## config.mk

```make
export PLATFORM = sky130hd
export DESIGN_NAME = bcd_time_keeper
export DESIGN_NICKNAME = d
export VERILOG_FILES = /design/src/rtl/bcd_time_keeper.sv
export SDC_FILE = /design/constraint.sdc
export NUM_CORES = 1
export LEC_CHECK = 0
export CAP_MARGIN = 20
export CORE_UTILIZATION = 52
export DETAILED_ROUTE_END_ITERATION = 16
export MAX_ROUTING_LAYER = met4
export PLACE_DENSITY = 0.85
export RECOVER_POWER = 25
export SYNTH_ARGS = -nofsm -noshare
export SYNTH_HDL_FRONTEND = slang
export SYNTH_SLANG_ARGS = --single-unit
```

## constraint.sdc

```tcl
create_clock -name clk -period 4.8 [get_ports clk]
set_clock_uncertainty 0.05 [all_clocks]
set_input_delay 0.96 -clock clk [delete_from_list [all_inputs] [get_ports clk]]
set_output_delay 0.96 -clock clk [all_outputs]
set_load 0.05 [all_outputs]
```

## src/rtl/bcd_time_keeper.sv

```systemverilog
// BCD time-of-day core: 24-hour BCD state, validated loads, set-mode increments,
// tick-driven carry chain with registered carry pulses, and 12/24-hour display mapping.
module bcd_time_keeper #(
  parameter int SECONDS_EN = 1
) (
  input  logic       clk,
  input  logic       reset,
  input  logic       tick,
  input  logic       load_new,
  input  logic [3:0] new_ms_hr,
  input  logic [3:0] new_ls_hr,
  input  logic [3:0] new_ms_min,
  input  logic [3:0] new_ls_min,
  input  logic [3:0] new_ms_sec,
  input  logic [3:0] new_ls_sec,
  input  logic       new_pm,
  input  logic       inc_hr,
  input  logic       inc_min,
  input  logic       mode_12h,
  output logic [3:0] ms_hr,
  output logic [3:0] ls_hr,
  output logic [3:0] ms_min,
  output logic [3:0] ls_min,
  output logic [3:0] ms_sec,
  output logic [3:0] ls_sec,
  output logic       pm,
  output logic       minute_pulse,
  output logic       hour_pulse,
  output logic       day_wrap,
  output logic       load_err
);

  // Each 8-bit field holds {tens, ones} BCD digits; hours are always 24-hour.
  logic [7:0] hr_q, hr_d;
  logic [7:0] min_q, min_d;
  logic [7:0] sec_q, sec_d;
  logic       minute_pulse_q, minute_pulse_d;
  logic       hour_pulse_q, hour_pulse_d;
  logic       day_wrap_q, day_wrap_d;
  logic       load_err_q, load_err_d;

  logic [8:0] sec_nx, min_nx, hr_nx;
  logic       digits_ok, hr24_ok, hr12_ok, load_ok;
  logic [4:0] load_bin, load_base, load_hr24;
  logic [4:0] hr_bin_q, disp_bin;
  logic [7:0] disp_hr;

  // Returns {wrap, tens, ones} for a +1 step modulo 60.
  function automatic logic [8:0] inc60(input logic [7:0] v);
    if (v[3:0] == 4'd9) begin
      if (v[7:4] == 4'd5) inc60 = 9'h100;
      else                inc60 = {1'b0, v[7:4] + 4'd1, 4'd0};
    end else begin
      inc60 = {1'b0, v[7:4], v[3:0] + 4'd1};
    end
  endfunction

  // Returns {wrap, tens, ones} for a +1 step modulo 24.
  function automatic logic [8:0] inc24(input logic [7:0] v);
    if (v == 8'h23)             inc24 = 9'h100;
    else if (v[3:0] == 4'd9)    inc24 = {1'b0, v[7:4] + 4'd1, 4'd0};
    else                        inc24 = {1'b0, v[7:4], v[3:0] + 4'd1};
  endfunction

  function automatic logic [4:0] hr_bin(input logic [7:0] v);
    hr_bin = {1'b0, v[7:4]} * 5'd10 + {1'b0, v[3:0]};
  endfunction

  function automatic logic [7:0] hr_to_bcd(input logic [4:0] h);
    if (h >= 5'd20)      hr_to_bcd = {4'd2, 4'(h - 5'd20)};
    else if (h >= 5'd10) hr_to_bcd = {4'd1, 4'(h - 5'd10)};
    else                 hr_to_bcd = {4'd0, h[3:0]};
  endfunction

  assign sec_nx = inc60(sec_q);
  assign min_nx = inc60(min_q);
  assign hr_nx  = inc24(hr_q);

  // Load validation; seconds digits only matter when seconds exist.
  assign digits_ok = (new_ls_hr <= 4'd9) && (new_ms_min <= 4'd5) && (new_ls_min <= 4'd9) &&
                     ((SECONDS_EN == 0) || ((new_ms_sec <= 4'd5) && (new_ls_sec <= 4'd9)));
  assign hr24_ok   = (new_ms_hr < 4'd2) || ((new_ms_hr == 4'd2) && (new_ls_hr <= 4'd3));
  assign hr12_ok   = ((new_ms_hr == 4'd0) && (new_ls_hr != 4'd0)) ||
                     ((new_ms_hr == 4'd1) && (new_ls_hr <= 4'd2));
  assign load_ok   = digits_ok && (mode_12h ? hr12_ok : hr24_ok);

  // 12 AM maps to 00 and PM adds 12, so 12 PM lands on 12.
  assign load_bin  = hr_bin({new_ms_hr, new_ls_hr});
  assign load_base = (load_bin == 5'd12) ? 5'd0 : load_bin;
  assign load_hr24 = mode_12h ? (new_pm ? load_base + 5'd12 : load_base) : load_bin;

  always_comb begin
    hr_d           = hr_q;
    min_d          = min_q;
    sec_d          = sec_q;
    minute_pulse_d = 1'b0;
    hour_pulse_d   = 1'b0;
    day_wrap_d     = 1'b0;
    load_err_d     = 1'b0;
    if (load_new) begin
      if (load_ok) begin
        hr_d  = hr_to_bcd(load_hr24);
        min_d = {new_ms_min, new_ls_min};
        sec_d = (SECONDS_EN != 0) ? {new_ms_sec, new_ls_sec} : 8'h00;
      end else begin
        load_err_d = 1'b1;
      end
    end else if (inc_hr || inc_min) begin
      if (inc_min) begin
        min_d = min_nx[7:0];
        sec_d = 8'h00;
      end
      if (inc_hr) hr_d = hr_nx[7:0];
    end else if (tick) begin
      if (SECONDS_EN != 0) begin
        sec_d          = sec_nx[7:0];
        minute_pulse_d = sec_nx[8];
      end else begin
        minute_pulse_d = 1'b1;
      end
      if (minute_pulse_d) begin
        min_d        = min_nx[7:0];
        hour_pulse_d = min_nx[8];
      end
      if (hour_pulse_d) begin
        hr_d       = hr_nx[7:0];
        day_wrap_d = hr_nx[8];
      end
    end
  end

  always_ff @(posedge clk) begin
    if (reset) begin
      hr_q           <= 8'h00;
      min_q          <= 8'h00;
      sec_q          <= 8'h00;
      minute_pulse_q <= 1'b0;
      hour_pulse_q   <= 1'b0;
      day_wrap_q     <= 1'b0;
      load_err_q     <= 1'b0;
    end else begin
      hr_q           <= hr_d;
      min_q          <= min_d;
      sec_q          <= sec_d;
      minute_pulse_q <= minute_pulse_d;
      hour_pulse_q   <= hour_pulse_d;
      day_wrap_q     <= day_wrap_d;
      load_err_q     <= load_err_d;
    end
  end

  // Display: hour 00 shows as 12 AM, 13-23 fold down by 12 in 12-hour mode.
  assign hr_bin_q = hr_bin(hr_q);
  always_comb begin
    disp_bin = hr_bin_q;
    if (mode_12h) begin
      if (hr_bin_q == 5'd0)      disp_bin = 5'd12;
      else if (hr_bin_q > 5'd12) disp_bin = hr_bin_q - 5'd12;
    end
  end
  assign disp_hr = hr_to_bcd(disp_bin);

  assign ms_hr        = disp_hr[7:4];
  assign ls_hr        = disp_hr[3:0];
  assign ms_min       = min_q[7:4];
  assign ls_min       = min_q[3:0];
  assign ms_sec       = sec_q[7:4];
  assign ls_sec       = sec_q[3:0];
  assign pm           = mode_12h && (hr_bin_q >= 5'd12);
  assign minute_pulse = minute_pulse_q;
  assign hour_pulse   = hour_pulse_q;
  assign day_wrap     = day_wrap_q;
  assign load_err     = load_err_q;

endmodule

```

-- Word-level counts from Yosys, hierarchy flattened
Index checks and enable logic that the tools add are counted.
- input bits: 32
- latch bits: 0
- memory bits (read-only): 0
- register bits: 28
- logic and storage cells: 121
- bits in writable memories: 0
- memories kept: 0
- output and inout port bits: 29
- $mul: 2
- $lt $le $gt $ge: 14
- add/sub/neg operators: 14
- bitwise logic cells: 3
- shifts and indexed selects: 0
- reduce and logical (&&, ||, !) cells: 26
- div/mod/pow operators: 0
- mux-type cells: 42
- eq/ne operators: 12
- operators by type and width (kind ; count):
    8-bit two-way mux ; 18
    9-bit two-way mux ; 5
    5-bit two-way mux ; 8
    4-bit by 1-bit adder with 4-bit output (second input constant) ; 6
    5-bit by 4-bit >= comparator with 1-bit output (second input constant) ; 3
    4-bit == test (second input constant) ; 3
    4-bit <= comparator (second input constant) ; 3
    6-bit two-way mux ; 2
    4-bit AND reduction ; 3
    3-bit nonzero test ; 4
    5-bit by 4-bit adder with 5-bit output ; 2
    5-bit >= comparator (second input constant) ; 2
    1-bit logical AND ; 9
    1-bit two-way mux ; 9
    4-bit by 3-bit == test with 1-bit output (second input constant) ; 2
    8-bit by 6-bit == test with 1-bit output (second input constant) ; 1
    4-bit by 2-bit <= comparator with 1-bit output (second input constant) ; 2
    4-bit by 3-bit <= comparator with 1-bit output (second input constant) ; 2
    4-bit by 3-bit multiplier with 4-bit output (second input constant) ; 2
    4-bit by 3-bit subtractor with 4-bit output (second input constant) ; 2
    4-bit subtractor (second input constant) ; 2
    3-bit != test (second input constant) ; 2
    5-bit by 4-bit adder with 5-bit output (second input constant) ; 1
    5-bit by 4-bit == test with 1-bit output (second input constant) ; 1
    other kinds (15) ; 19

-- Logic depth before layout (Yosys ltp)
Gate-level depths: netlist of run 1.
- word-level depth: 14
- mapped depth: 17
- mapped depth without buffers: 17

-- Least setup slack after synthesis of run 1
Ideal clock, no wire load.
- kind: reg-to-output
- from: register hr_q[4]
- to: output ms_hr[0]
- path buffers: 1
- data arrival time: 3.649 ns
- path slack: 0.141 ns
- stages on the path, launching flop included: 11
- required time: 3.790 ns
- cell sequence: dfxtp_1 -> ha_1 -> ha_1 -> xor2_1 -> ha_1 -> nor2_1 -> o311ai_0 -> o22ai_1 -> a211o_1 -> buf_6 -> o31ai_1
- longest elaborated chain between the ends: 9
- elaborated cells on any way between the ends: 12
- classes of those cells: add/sub: 2; mul: 1; order compare: 3; mux: 5; reduce/logical: 1
- RTL lines (what ; line ; source):
    from (decl) ; 34 ; logic [7:0] hr_q, hr_d;
    from (signal assigned) ; 142 ; hr_q <= hr_d;
    4-bit by 3-bit multiplier with 4-bit output (*) ; 66 ; hr_bin = {1'b0, v[7:4]} * 5'd10 + {1'b0, v[3:0]};
    5-bit by 4-bit adder with 5-bit output (*) ; 66 ;
    5-bit by 4-bit subtractor with 5-bit output or 5-bit by 4-bit > comparator with 1-bit output (tied branches) ; 158 ; else if (hr_bin_q > 5'd12) disp_bin = hr_bin_q - 5'd12;
    5-bit two-way mux ; 158 ;
    5-bit two-way mux ; 157 ; if (hr_bin_q == 5'd0) disp_bin = 5'd12;
    5-bit two-way mux (*) ; 156 ; if (mode_12h) begin
    5-bit by 4-bit >= comparator with 1-bit output ; 71 ; else if (h >= 5'd10) hr_to_bcd = {4'd1, 4'(h - 5'd10)};
    5-bit two-way mux ; 71 ;
    6-bit two-way mux (*) ; 70 ; if (h >= 5'd20) hr_to_bcd = {4'd2, 4'(h - 5'd20)};
    to (decl) ; 20 ; output logic [3:0] ms_hr,
Mark *: on every way between the ends. The rest lies on a longest branch, timed or not.

-- Worst setup path in the final report of run 1
- from: register hr_q[4]
- to: output ls_hr[1]
- longest elaborated chain between the ends: 9
- elaborated cells on any way between the ends: 14
- classes of those cells: add/sub: 4; mul: 1; order compare: 3; mux: 5; reduce/logical: 1
- RTL lines (what ; line ; source):
    4-bit by 3-bit multiplier with 4-bit output (*) ; 66 ;
    5-bit by 4-bit adder with 5-bit output (*) ; 66 ;
    5-bit by 4-bit subtractor with 5-bit output or 5-bit by 4-bit > comparator with 1-bit output (tied branches) ; 158 ;
    5-bit two-way mux ; 158 ;
    5-bit two-way mux ; 157 ;
    5-bit two-way mux (*) ; 156 ;
    4-bit subtractor or 5-bit by 4-bit >= comparator with 1-bit output (tied branches) ; 71 ;
    5-bit two-way mux ; 71 ;
    6-bit two-way mux (*) ; 70 ;
    to (decl) ; 21 ; output logic [3:0] ls_hr,
Marked as above.

==> summary.md, run 1 <==
| Metric | Value |
|---|---|
| Status | finished, final reports clean |
| Slowest Stage Delay on Critical Path | 0.41 ns |
| Launching point of the worst reg2reg path | sec_q[0]$_SDFFE_PP0P_ |
| Row cnt | 26 |
| Worst Hold Class | reg -> reg |
| Synthesized area per cell | approximately 7.6 um^2 |
| Synth-to-Final Area Change | 27.2% |
| Routed Antenna Nets | 0 |
| CP Max Fanout | 7 |
| Die Ht | between 70 and 80 um |
| Net Sw Frac | 40.7% |
| Pin count of the biggest net entering global routing | 27 |
| Critical path launch point type | flop |
| Vias per cell | 6.10 |
| Sequential power share | a little under a third |
| WP data arrival | 3.56 ns |
| Min Tclk post-route | 4.57 ns |
| Bufs on Longest Clock Path | 2 |
| Die area | approximately 5800 um^2 |
| Gr usage total | 25.4% |
| First-pass GRT wire length | 12100 um |
| Async set-or-reset flop fraction in the synthesized netlist | 0% |
| WP data required | 3.79 ns |
| Final Routed Wirelength | about 7400 um |
| Power density over the cells | 235 nW/um^2 |
| Slowest stage cell, crit path | a221o_2 |
| Core Area | between 5000 and 6000 um^2 |
| Clock Latency Late Sink | between 0.2 and 0.3 ns |
| Drt initial violations | 214 |
| Clk sink count | 28 |
| Synth cell types | 75 |
| YS warnings | 0 |
| CP Cell Sequence | ha_1 -> ha_1 -> xor2_2 -> inv_1 -> ha_1 -> o21ai_1 -> a21oi_1 -> a221o_2 -> ha_1 -> a2111oi_2 -> a221o_1 -> buf_12 |
| Grt ovf | 0 |
| Main flop type after synthesis | dfxtp_1 |
| Initial Util | 54.9% |
| Hold buffers post-CTS | 0 |
| Post-synth EDFFs | 0 |
| Sequential-to-total area share from yosys stat | between 10% and 20% |
| Final routed DRC violation total | 0 |
| CTS Root Cell | clkbuf_8 |
| Power Internal | roughly 0.5 mW |
| Max_cap viols | 0 |
| Hold_sp | sec_q[3]$_SDFFE_PP0P_ |
| Max Slew Vio Count | 0 |
| Critical path origin | hr_q[4]$_SDFFE_PP0P_ |
| DIE WIDTH | 76.1 um |
| CP endpoint kind | primary output |
| Syn Inst Count | 374 |
| Via count | approximately 3100 |
| Slew headroom | 52.8% |
| LEAKAGE | between 1 and 1.5 nW |
| DRT Pass-1 Iters | 4 |
| Fin crit share | 95.1% |
| Clock power share | 17.3% |
| Max Freq | ~0.22 GHz |
| Initial antenna violation count | 0 |
| WP buf/inv | 2 |
| WL/cell | between 10 and 15 um |
| Dpl hpwl | ~5600 um |
| RSZ-0062 raised after global routing | false |
| Post-DP Area | ~3500 um^2 |
| H-tree depth | 1 |
| Slew @ Worst Pin | 0.705 ns |
| Crit path kind | reg -> out |
| Top Ports | 61 |
| PortBufs | 58 |
| Net Switching | 0.348 mW |
| Peak supply drop | 153 uV |
| CP top delay family | compound AO/OA/AOI/OAI gates |
| Share of layout cells above drive strength 1 | 11.1% |
| # setup viols final | 0 |
| Final Total Pwr | 0.856 mW |
| CP dominant cell by count | ha_1 |
| Final instance area | 3630 um^2 |
| Final hold vios | 0 |
| Num CTS Buffers | 3 |
| Antenna fix cells | 0 |
| CTS tree | yes |
| Post-Syn Area | 2860 um^2 |
| Comb power frac | 52.1% |
| Clock transition at the registers of the reported paths | 0.10 ns |
| #FFs+latches synth | 28 |
| Reg2reg setup slack | 2.37 ns |
| Vias in the first global route | 2692 |
| Final Net Count | 487 |
| Final Wtd Congestion | 0.856 |
==> worst register-to-register path, delay by kind of cell (launching register included) <==
kind                       cells  cell delay (ns)
and+or+nand+nor                4             0.79
DFF                            1             0.46
adders and majority gates      1             0.19
AOI/OAI and AO/OA              3             0.82
==> through the flow <==
step / hold slack (ns) / std cells / utilization [%] / TNS [ns] / worst slack [ns]
finish: 0.487 / 501 / 69.8 / 0 / 0.233
global route: 0.512 / 501 / 69.8 / 0 / 0.0185
CTS: 0.493 / 498 / 69.0 / 0 / 0.0665
detailed placement: 0.466 / 494 / 67.8 / -0.125 / -0.103
global placement: 0.465 / 494 / 67.8 / 0 / 0.0397
floorplan: 0.442 / 375 / - / 0 / 0.141
==> cells by family (layout without fill, tap and decap cells) <==
family,Yosys count,after routing,share of synthesized area [%]
flip-flops,28,28,19.6
adder cells (fa/ha/maj),23,23,10.6
XOR/XNOR,10,10,4.03
buffers and inverters,40,96,6.30
multiplexers,10,10,3.72
AO/OA/AOI/OAI,124,124,29.7
other,1,2,0.131
AND/OR/NAND/NOR,138,138,25.9
==> cell type report <==
type	count	area [um^2]
clock buffer	4	55.1
multi-input combinational	307	2140
tap	70	87.6
timing repair buffer	75	721
sequential	28	564
inverter	17	63.8
fill	431	1570
==> cells in the final DEF, fill, tap and decap left out, types with 11 or more instances in the layout <==
cell type	synthesis	final
a21oi_1	28	26
buf_4	2	20
clkdlybuf4s50_1	0	42
dfxtp_1	28	25
dlygate4sd3_1	0	11
ha_1	21	20
inv_1	15	15
nand2_1	27	27
nand3_1	13	13
nor2_1	35	35
o21ai_0	26	24
==> synthesized netlist by cell type, types with 4 or more instances <==
cell	n	area, um^2
nor4_1	4	25.0
xor2_1	4	35.0
dfxtp_1	28	561
nor2_1	35	131
o21a_1	5	37.5
o21ai_1	6	30.0
inv_1	15	56.3
o21ai_0	26	130
nand2b_1	6	37.5
nor2b_1	10	62.6
and2_1	4	25.0
xnor2_1	4	35.0
a31oi_1	5	31.3
ha_1	21	263
nand3_1	13	65.1
o211ai_1	4	30.0
nor3_1	10	50.1
a211oi_1	9	67.6
mux2i_1	7	70.1
clkbuf_1	17	63.8
nand2_1	27	101
a21o_1	4	30.0
a21oi_1	28	140
==> sequential cells by signal (all words and copies together) (netlist names) <==
| register | flops |
|---|---|
| hour_pulse | 1 |
| min_q | 8 |
| minute_pulse | 1 |
| day_wrap | 1 |
| load_err | 1 |
| hr_q | 8 |
| sec_q | 8 |
==> per-layer routing <==
| metal | global-route usage [%] | vias up | wire, um |
|---|---|---|---|
| met2 | 41.9 | 107 | 3580 |
| met5 | - | - | 0 |
| met1 | 33.8 | 1447 | 3390 |
| met4 | 5.00 | 0 | 63 |
| met3 | 2.99 | 10 | 367 |
| li1 | - | 1493 | - |
==> timing repair <==
item                       4_1_cts  5_1_grt
buffers inserted                 0        3
hold endpoints to repair         0        0
pin swaps                        0        2
resized for setup                1       11
setup endpoints to repair        2        4
==> worst paths after layout <==
path	end	depth (start not counted)
setup / recovery	ls_hr[1]	12
hold / removal	sec_q[3]$_SDFFE_PP0P_	2
setup reg to reg	hr_q[6]$_SDFFE_PP0P_	8
hold reg to reg	sec_q[3]$_SDFFE_PP0P_	2
==> power by group through the flow <==
stage                     registers, mW  clock network (mW)  logic, mW
final                             0.262               0.148      0.445
after global routing              0.264               0.160      0.483
after CTS                         0.261               0.152      0.432
after detailed placement          0.267                   0      0.430
after global placement            0.266                   0      0.420
after floorplan                   0.283                   0      0.285
Note: power is estimated with default switching activity, not from simulation.
==> run 2: changes to the inputs <==
==> constraint.sdc (replaced) <==
create_clock -name clk -period 4.8 [get_ports clk]
set_clock_uncertainty 0.05 [all_clocks]
set_input_delay 0.96 -clock clk [delete_from_list [all_inputs] [get_ports clk]]
set_output_delay 0.96 -clock clk [all_outputs]
set_load 0.005 [all_outputs]
==> run 2 against run 1 <==
Worst setup slack got worse by 0.076 ns; flip-flop and latch count stayed put; sequential share of layout area decreased by 0.10 points; worst hold slack got worse by 0.0077 ns; critical path depth rose by 1; first-iteration DRC count increased by 12%; power down 7.4%; global-route usage increased by 0.70 points; clock power about the same; register-to-register slack worse by 0.05 ns; non-clock buffer count rose by 4; maximum frequency is 1.6% lower; critical endpoint is now ls_hr[3]; highest routed layer unchanged.
==> summary.md, run 2 (synthesis gave the netlist of run 1 again) <==
| Metric | Value |
|---|---|
| Commonest non-fill, non-tap cell in the layout | clkdlybuf4s50_1 |
| Most frequent cells in the layout | 45 x clkdlybuf4s50_1, 35 x nor2_1, 27 x a21oi_1, 27 x nand2_1, 25 x dfxtp_1 |
| Slew @ Worst Pin | between 0.6 and 0.7 ns |
| PortBufs | 58 |
| Status | finished, final reports clean |
| Crit path kind | reg -> out |
| Met3 usage | 2.04% |
| Met1 usage | 32.7% |
| Initial Util | 54.9% |
| Final routed DRC violation total | 0 |
| Bufs on Longest Clock Path | 2 |
| WP data required | 3.79 ns |
| Row cnt | 26 |
| WP data arrival | between 3 and 4 ns |
| CP Max Fanout | 7 |
| Clock transition at the registers of the reported paths | 0.10 ns |
| R2R depth | 7 |
| DRT Pass-1 Iters | 4 |
| DIE WIDTH | around 76 um |
| Critical path launch point type | flop |
| CP dominant cell by count | ha_1 |
| Final Net Count | 491 |
| Grt ovf | 0 |
| Die Ht | 76.1 um |
| Final Wtd Congestion | 0.905 |
| Setup TNS | 0 ns |
| Fin crit share | 96.7% |
| CP Cell Sequence | ha_1 -> ha_4 -> xor2_4 -> ha_2 -> nor2_1 -> o311ai_2 -> o22ai_1 -> a211o_1 -> ha_1 -> a21oi_4 -> a21oi_1 -> or3_1 -> clkdlybuf4s50_1 |
| Initial antenna violation count | 0 |
| Antenna fix cells | 0 |
| CP endpoint kind | primary output |
| Max_cap viols | 0 |
| Critical path origin | hr_q[4]$_SDFFE_PP0P_ |
| Gr usage total | between 20% and 30% |
| Clock Latency Late Sink | around 0.28 ns |
| Top Ports | 61 |
| Drt initial violations | 240 |
| Slew headroom | roughly 55% |
| Power density over the cells | 215 nW/um^2 |
| FF-to-FF End | hr_q[6]$_SDFFE_PP0P_ |
| Routed Antenna Nets | 0 |
| Die area | ~5800 um^2 |
| H-tree depth | 1 |
| Biggest regs | hr_q (8), min_q (8), sec_q (8) |
| Via count | between 3000 and 4000 |
| Core Area | 5200 um^2 |
| Setup ws final | 0.157 ns |
| Hold buffers post-CTS | 0 |
| First-pass GRT wire length | roughly 12000 um |
| Vias per cell | 6.13 |
| Min Tclk post-route | 4.64 ns |
| Synth-to-Final Area Change | 29.2% |
| CTS tree | yes |
| WL/cell | 15.3 um |
| Dpl hpwl | around 6000 um |
| Max Freq | 0.215 GHz |
| WP buf/inv | 1 |
| Worst Hold Class | reg -> reg |
| Launching point of the worst reg2reg path | min_q[0]$_SDFFE_PP0P_ |
| Final Routed Wirelength | 7730 um |
| Hold_sp | sec_q[3]$_SDFFE_PP0P_ |
| Final hold vios | 0 |
| CP top delay family | adder cells |
| Pre-CTS WS | -0.0732 ns |
| Reg2reg setup slack | ~2.3 ns |
| Slowest stage cell, crit path | clkdlybuf4s50_1 |
| Hold path endpoint | sec_q[3]$_SDFFE_PP0P_ |
| Pin count of the biggest net entering global routing | 27 |
| Min-Delay Path Depth | 2 |
| Layout filler cell count | 450 |
| Busiest metal layer after global routing | met2 |
| Peak supply drop | approximately 130 uV |
| Share of layout cells above drive strength 1 | 11.5% |
| Clk sink count | 28 |
| Vias in the first global route | about 2700 |
| LEAKAGE | 1.45 nW |
| # setup viols final | 0 |
| Num CTS Buffers | 3 |
| Max Slew Vio Count | 0 |
| Slowest Stage Delay on Critical Path | between 0.4 and 0.5 ns |
| GR met2 Demand/Resource | 46.6% |
| CTS Root Cell | clkbuf_8 |
[run 2: cell type report]
class / count / area [um^2] / area share [%]
Sequential cell: 28 / 569 / 15.4
Inverter: 17 / 63.8 / 1.73
Timing Repair Buffer: 79 / 738 / 20.0
Clock buffer: 4 / 55.1 / 1.49
Multi-Input combinational cell: 307 / 2180 / 59.0
Tap cell: 70 / 87.6 / 2.37
[run 2: power breakdown]
group	internal, mW	switching [mW]	total [mW]
Sequential	0.243	0.0194	0.262
Clock	0.0734	0.0744	0.148
Combinational	0.187	0.195	0.382
[run 2: worst max path at each step]
stage	slack (ns)	depth (start not counted)	endpoint
after floorplan	0.51	16	hr_q[1]$_SDFFE_PP0P_
after global placement	0.04	17	hr_q[1]$_SDFFE_PP0P_
after detailed placement	-0.07	17	hr_q[1]$_SDFFE_PP0P_
after CTS	0.03	12	ls_hr[1]
after global routing	-0.002	13	ls_hr[3]
final	0.16	13	ls_hr[3]
[run 2: worst min-delay path: cells and delay by family (launching register included)]
kind | cells | cell delay, ns
AOI/OAI and AO/OA | 2 | 0.14
DFF | 1 | 0.35
[run 2: metrics by stage]
stage / area [um^2] / power [mW] / hold WS (ns) / cells / utilization (%)
3_3_place_gp: 3550 / 0.618 / 0.462 / 498 / 68.2
3_5_place_dp: 3550 / 0.631 / 0.458 / 498 / 68.2
6_report: 3690 / 0.792 / 0.479 / 505 / 70.9
5_1_grt: 3690 / 0.840 / 0.491 / 505 / 70.9
4_1_cts: 3620 / 0.780 / 0.476 / 503 / 69.6
2_1_floorplan: 2860 / 0.505 / 0.442 / 375 / -
[run 2: repair_timing]
action	4_1_cts	5_1_grt
endpoints found under the setup margin	3	8
resized for setup	3	16
buffers inserted	1	2
pin swaps	1	5
endpoints found under the hold margin	0	0
[run 2: per-layer routing]
layer	vias up	part of all wire [%]
met3	8	4.5
met4	0	1.2
met5	-	0
met2	100	51
met1	1478	44
li1	1509	-
==> run 3: changes to the inputs <==
--- a/config.mk
+++ b/config.mk
@@ -11,6 +11,7 @@
 export MAX_ROUTING_LAYER = met4
 export PLACE_DENSITY = 0.85
 export RECOVER_POWER = 25
+export SKIP_LAST_GASP = 1
 export SYNTH_ARGS = -nofsm -noshare
 export SYNTH_HDL_FRONTEND = slang
 export SYNTH_SLANG_ARGS = --single-unit
==> results of run 3 <==
No change in the layout: final DEF, timing and power equal those of run 2.
